## src/rtl/mem_port_arbiter.sv

```systemverilog
// -----------------------------------------------------------------------------
// mem_port_arbiter
//   Shares one single-ported, fixed-latency unified memory between the IF stage
//   (instruction fetch) and the MEM stage (load/store) of a 5-stage pipeline.
//   Every access is sequenced by a four-state FSM: IDLE -> ISSUE -> WAIT -> RESP.
//   DM wins simultaneous requests (older instruction).
//
//   Optional build macro ARB_STARVE_GUARD_EN:
//     When defined, a loss counter forces an IF grant after STARVE_MAX
//     consecutive DM wins that happened while IF was waiting.
//     When undefined, DM always has strict priority.
//
// Handshake: a requester raises *_req and holds it high until its *_ack pulse.
//   The ack pulse lasts one cycle, and read data is valid in that cycle.
//   Read data then holds until the next read for that requester.
//   A requester that drops req early still gets its access completed and acked.
//
// Ports
//   clk, reset             clock (rising edge); asynchronous active-low reset
//   if_req/if_addr         fetch request and byte address
//   if_rdata/if_ack        fetched instruction and completion pulse
//   dm_req/dm_we/dm_addr/dm_wdata  data request (we and wdata sampled at grant)
//   dm_rdata/dm_ack/dm_err load data, completion pulse, misalignment flag
//   mem_en/mem_we/mem_addr/mem_wdata/mem_rdata  memory port (word aligned)
//   stall_if/stall_mem     pipeline stall lines
//   dbg_state              current FSM state (0 IDLE, 1 ISSUE, 2 WAIT, 3 RESP)
// -----------------------------------------------------------------------------
module mem_port_arbiter #(
   parameter int ADDR_W     = 32,
   parameter int DATA_W     = 32,
   parameter int MEM_LAT    = 2,
   parameter int STARVE_MAX = 4
) (
   input  logic              clk,
   input  logic              reset,
   input  logic              if_req,
   input  logic [ADDR_W-1:0] if_addr,
   output logic [DATA_W-1:0] if_rdata,
   output logic              if_ack,
   input  logic              dm_req,
   input  logic              dm_we,
   input  logic [ADDR_W-1:0] dm_addr,
   input  logic [DATA_W-1:0] dm_wdata,
   output logic [DATA_W-1:0] dm_rdata,
   output logic              dm_ack,
   output logic              dm_err,
   output logic              mem_en,
   output logic              mem_we,
   output logic [ADDR_W-1:0] mem_addr,
   output logic [DATA_W-1:0] mem_wdata,
   input  logic [DATA_W-1:0] mem_rdata,
   output logic              stall_if,
   output logic              stall_mem,
   output logic [1:0]        dbg_state
);

   typedef enum logic [1:0] {
      S_IDLE  = 2'd0,
      S_ISSUE = 2'd1,
      S_WAIT  = 2'd2,
      S_RESP  = 2'd3
   } state_t;

   // The latency counter is loaded at grant and counts down through ISSUE and
   // WAIT. The read data is captured in the cycle where it reaches zero. That
   // places the ack exactly MEM_LAT cycles after mem_en.
   localparam logic [3:0] LAT_M1 = 4'(MEM_LAT - 1);

   state_t              state_q, state_d;
   logic                grant_dm_q, grant_dm_d;
   logic                we_q, we_d;
   logic                err_q, err_d;
   logic [ADDR_W-3:0]   addr_q, addr_d;
   logic [DATA_W-1:0]   wdata_q, wdata_d;
   logic [3:0]          cnt_q, cnt_d;
   logic [DATA_W-1:0]   if_rdata_q, if_rdata_d;
   logic [DATA_W-1:0]   dm_rdata_q, dm_rdata_d;
   logic                take_dm;
   logic                capture;
   logic                force_if;

   // The low fetch address bits have no meaning for word fetches.
   logic                unused_if_lsb;
   assign unused_if_lsb = ^if_addr[1:0];

`ifdef ARB_STARVE_GUARD_EN
   logic [3:0]          loss_q, loss_d;
   assign force_if = (loss_q == 4'(STARVE_MAX));
`else
   // No guard: the limit has no effect on arbitration.
   logic [3:0]          unused_starve;
   assign unused_starve = 4'(STARVE_MAX);
   assign force_if      = 1'b0;
`endif

   // ---------------------------------------------------------------------------
   // Next-state and datapath logic
   // ---------------------------------------------------------------------------
   always_comb begin
      state_d    = state_q;
      grant_dm_d = grant_dm_q;
      we_d       = we_q;
      err_d      = err_q;
      addr_d     = addr_q;
      wdata_d    = wdata_q;
      cnt_d      = cnt_q;
      if_rdata_d = if_rdata_q;
      dm_rdata_d = dm_rdata_q;
      take_dm    = 1'b0;
      capture    = 1'b0;
`ifdef ARB_STARVE_GUARD_EN
      loss_d     = loss_q;
`endif

      case (state_q)
         S_IDLE: begin
            if (if_req || dm_req) begin
               // DM wins unless the starvation guard has reserved this slot for IF.
               take_dm    = dm_req & ~(force_if & if_req);
               grant_dm_d = take_dm;
               addr_d     = take_dm ? dm_addr[ADDR_W-1:2] : if_addr[ADDR_W-1:2];
               we_d       = take_dm & dm_we;
               wdata_d    = take_dm ? dm_wdata : '0;
               err_d      = take_dm & (dm_addr[1:0] != 2'b00);
               cnt_d      = LAT_M1;
               state_d    = S_ISSUE;
`ifdef ARB_STARVE_GUARD_EN
               if (!take_dm)
                  loss_d = '0;
               else if (if_req)
                  loss_d = loss_q + 4'd1;
`endif
            end
         end
         S_ISSUE, S_WAIT: begin
            if (cnt_q == 4'd0) begin
               capture = 1'b1;
               state_d = S_RESP;
            end else begin
               cnt_d   = cnt_q - 4'd1;
               state_d = S_WAIT;
            end
         end
         S_RESP: begin
            state_d = S_IDLE;
         end
         default: begin
            state_d = S_IDLE;
         end
      endcase

      // A store leaves dm_rdata untouched.
      if (capture) begin
         if (grant_dm_q) begin
            if (!we_q)
               dm_rdata_d = mem_rdata;
         end else begin
            if_rdata_d = mem_rdata;
         end
      end
   end

   // ---------------------------------------------------------------------------
   // State registers
   // ---------------------------------------------------------------------------
   always_ff @(posedge clk or negedge reset) begin
      if (!reset) begin
         state_q    <= S_IDLE;
         grant_dm_q <= 1'b0;
         we_q       <= 1'b0;
         err_q      <= 1'b0;
         addr_q     <= '0;
         wdata_q    <= '0;
         cnt_q      <= '0;
         if_rdata_q <= '0;
         dm_rdata_q <= '0;
      end else begin
         state_q    <= state_d;
         grant_dm_q <= grant_dm_d;
         we_q       <= we_d;
         err_q      <= err_d;
         addr_q     <= addr_d;
         wdata_q    <= wdata_d;
         cnt_q      <= cnt_d;
         if_rdata_q <= if_rdata_d;
         dm_rdata_q <= dm_rdata_d;
      end
   end

`ifdef ARB_STARVE_GUARD_EN
   always_ff @(posedge clk or negedge reset) begin
      if (!reset)
         loss_q <= '0;
      else
         loss_q <= loss_d;
   end
`endif

   // ---------------------------------------------------------------------------
   // Outputs: decoded from registered state so that reset clears them at once.
   // ---------------------------------------------------------------------------
   assign mem_en    = (state_q == S_ISSUE);
   assign mem_we    = mem_en & we_q;
   assign mem_addr  = {addr_q, 2'b00};
   assign mem_wdata = wdata_q;
   assign if_ack    = (state_q == S_RESP) & ~grant_dm_q;
   assign dm_ack    = (state_q == S_RESP) &  grant_dm_q;
   assign dm_err    = dm_ack & err_q;
   assign if_rdata  = if_rdata_q;
   assign dm_rdata  = dm_rdata_q;
   // The stall lines are masked while reset is asserted.
   // This keeps the pipeline from freezing on a request that reset has discarded.
   assign stall_if  = reset & if_req & ~if_ack;
   assign stall_mem = reset & dm_req & ~dm_ack;
   assign dbg_state = state_q;

endmodule

```

## config.mk

```make
export PLATFORM = sky130hd
export DESIGN_NAME = mem_port_arbiter
export DESIGN_NICKNAME = d
export VERILOG_FILES = /design/src/rtl/mem_port_arbiter.sv
export SDC_FILE = /design/constraint.sdc
export NUM_CORES = 1
export LEC_CHECK = 0
export ABC_AREA = 1
export ABC_CLOCK_PERIOD_IN_PS = 3900
export CAP_MARGIN = 0
export CORE_MARGIN = 5
export CORE_UTILIZATION = 65
export CTS_CLUSTER_SIZE = 8
export DETAILED_ROUTE_END_ITERATION = 6
export DONT_BUFFER_PORTS = 1
export PLACE_DENSITY = 0.9
export SYNTH_ARGS = -nofsm -noshare
export SYNTH_HDL_FRONTEND = slang
export SYNTH_SLANG_ARGS = --single-unit
export TNS_END_PERCENT = 10
```

## constraint.sdc

```tcl
create_clock -name clk -period 3.9 [get_ports clk]
set_input_delay 0.585 -clock clk [delete_from_list [all_inputs] [get_ports clk]]
set_output_delay 0.585 -clock clk [all_outputs]
set_load 0.01 [all_outputs]
```

==> qor.yml <==
power:
  ir_drop_uv: 427
  power.internal_mw: 3.57
  comb_power_share_pct: 26.0
  p_per_area_mw_per_mm2: 918
  clockPowerShare_pct: 25.6
  seq_power_share_pct: 48.4
  netSwitchingFraction_pct: 39.4
  p_leak_nw: 3.04
  switchingPower_mw: 2.33
  power_mw: 5.90
cells_and_area:
  layout_common_cells: "135 x dfrtp_1, 80 x inv_1, 78 x nand2_1, 68 x o21ai_0, 66 x nor2_1"
  drive_gt1_share_pct: 15.3
  nets: 738
  layout_commonest_cell: "dfrtp_1"
  diodes: 0
  layout.cells.non_filler: 724
  syn_to_final_growth_pct: 8.01
critical_path:
  r2r_start: "dbg_state[1]"
  cp_slowest_stage_delay_ps: 470
  path_buf_inv: 1
  critPathTopFamily: "simple AND/OR/NAND/NOR gates"
  critical_path_class: "register to output port"
  critPathSlowestCell: "dfrtp_1"
  arrival_ps: 1830
  critPathRequiredTime_ps: 3310
  startpoint_type: "register"
  crit_start: "dbg_state[0]"
  worstPathMaxFanout: 4
  crit_path_cell_trace: "ha_1 > nand2_1 > inv_1 > nor3_1"
  end_kind: "output port"
floorplan:
  std_cell_rows: 35
  core_region_area_mm2: 0.00906
  pin_count: 270
  die_h_um: 106
  dieArea_mm2: 0.0112
  die_w_um: 106
  start_util_pct: 65.6
global_routing:
  grt_first_pass_wirelength_mm: 21.5
  grt_pass1_vias: 4257
  antenna_found_initial: 0
  grt_max_degree: 136
  grt_overflow_total: 0
  gr-usage-all-layers_pct: 24.2
synth:
  synth_area_mm2: 0.00595
  yosysSeqAreaShare_pct: 56.8
  syn_inst: 616
  ys_ff_latch: 135
  synth_warnings: 0
  synth.avg_cell_area_um2: 9.66
  ys_types: 25
sta:
  final-setup-viol-count: 0
  max_clock_freq_mhz: 414
  slew_viol_final: 0
  skew_ps: 8.67
  tns_ps: 0
  period_share_pct: 61.9
  relSlewSlack_pct: 42.2
  grt_setup_unrepaired: "false"
  hold_violations: 0
  min_period_ps: 2410
  tightestPinTransition_ps: 865
  whs_ps: 42.7
clock_tree:
  clock_latency_ps: 490
  cts_sinks: 135
  postCtsSetupBuffers: 0
  cts_max_path_buffers: 2
  clk_pin_slew_worst_paths_ps: 60
  htreeDepth: 4
  cts_tree: "done"
  cts_inserted_buffers: 17
  root_buffer: "clkbuf_8"
placed_design:
  gp_congestion: 0.836
  dp.cells: 691
  port_buffers: 0
  hpwl_mm: 9.60
route:
  vias_per_cell: 5.68
  routedWlPerCell_um: 18.7
  first_pass_iters: 4
  drt_iter0_drc: 306
  drcViolationCount: 0
  ant_nets: 0
  routed_wl_mm: 13.5
  vias: 4115
flow_run:
  drv_cap: 0
outcome:
  outcome: "completed"
hold_path:
  hp-class: "primary input to asynchronous set/reset pin"
-- timing repair --
action | CTS | global route
hold buffers | 1 | 0
hold endpoints to repair | 135 | 0
endpoints found under the setup margin | 0 | 0
resized for setup | 0 | 0
-- routing by layer --
| layer | vias to the layer above | GRT usage (%) | part of all wire (%) |
|---|---|---|---|
| met5 | - | 0 | 0 |
| met4 | 0 | 6.75 | 1.4 |
| met3 | 15 | 8.51 | 8.8 |
| met2 | 163 | 42.7 | 54 |
| met1 | 2000 | 28.0 | 36 |
| li1 | 1937 | - | - |
-- per-stage QoR --
stage	util (%)	cell area [um2]	worst slack, ps
after floorplan	-	5950	2180
after global placement	64.3	5830	1590
after detailed placement	64.3	5830	1530
after CTS	70.9	6430	1450
after global routing	70.9	6430	1390
final	70.9	6430	1490
-- area by class of cell --
type	instances	area [um2]
Multi-Input combinational cell	362	1980
Sequential cell	135	3380
Inverter	82	308
Clock inverter	13	150
Timing Repair Buffer	2	47.5
Fill cell	666	2640
Tap cell	111	139
Clock buffer	19	422
-- sequential cells by signal, indices dropped and copies added, names as in the netlist --
| register | count |
|---|---|
| mem_wdata | 32 |
| if_rdata | 32 |
| we_q | 1 |
| err_q | 1 |
| dbg_state | 2 |
| addr_q | 30 |
| cnt_q | 4 |
| dm_rdata | 32 |
| grant_dm_q | 1 |
-- synth_stat cells --
master    instances  share of area [%]
ha_1              5                1.1
o21ai_0          68                5.7
nand3_1          37                3.1
inv_2             2               0.13
clkbuf_8          2               0.46
xor2_1            1               0.15
buf_4            12                1.5
clkbuf_1          3               0.19
or2_2             1               0.11
nand3_2           1               0.17
nand2_4           2               0.38
buf_6            10                1.9
buf_2             8               0.67
o22ai_1           1               0.11
o21a_1           30                3.8
o21ai_1          12                1.0
inv_1            80                5.0
nor2_1           66                4.2
buf_1             3               0.19
conb_1            1              0.063
nor3_1            2               0.17
dfrtp_1         135                 57
o21ai_2          55                8.1
nand2_1          78                4.9
a21oi_2           1               0.15
-- worst reg2reg max path, cell delays in order (launching register included) --
cell     delay [ps]
dfrtp_1         450
inv_1           140
ha_1            190
inv_1            90
a21oi_4         670
buf_12          380
o21ai_0         200
o21a_1          140
-- path summary, 6_finish.rpt --
| kind | endpoint | slack [ps] | depth (start not counted) |
|---|---|---|---|
| worst max register to register | addr_q[26] | 1550 | 7 |
| min in group clk | mem_wdata[14] | 240 | 2 |
| worst min register to register | cnt_q[0] | 520 | 2 |
| max in group asynchronous | mem_wdata[8] | 3320 | 1 |
| worst max-delay path | stall_mem | 1490 | 4 |
| worst min-delay path | mem_wdata[7] | 40 | 1 |
-- power by group through the flow --
stage | registers (mW) | clock network [mW] | logic [mW]
final | 2.85 | 1.51 | 1.53
after global routing | 2.92 | 1.61 | 1.75
after CTS | 2.87 | 1.54 | 1.55
after detailed placement | 2.88 | 0 | 1.51
after global placement | 2.85 | 0 | 1.41
after floorplan | 2.68 | 0 | 1.38
-- cells by family (layout without fill, tap and decap cells) --
family          count (synthesis)  count (layout)  share of synthesized area (%)
compound gates                167             167                           18.9
xor+xnor                        1               1                          0.147
fa+ha+maj                       5               5                           1.05
buf+inv                       120             116                           10.1
flops                         135             135                           56.8
other cells                     1               2                         0.0630
simple gates                  187             187                           13.0
Power figures use the tool's default switching activity.
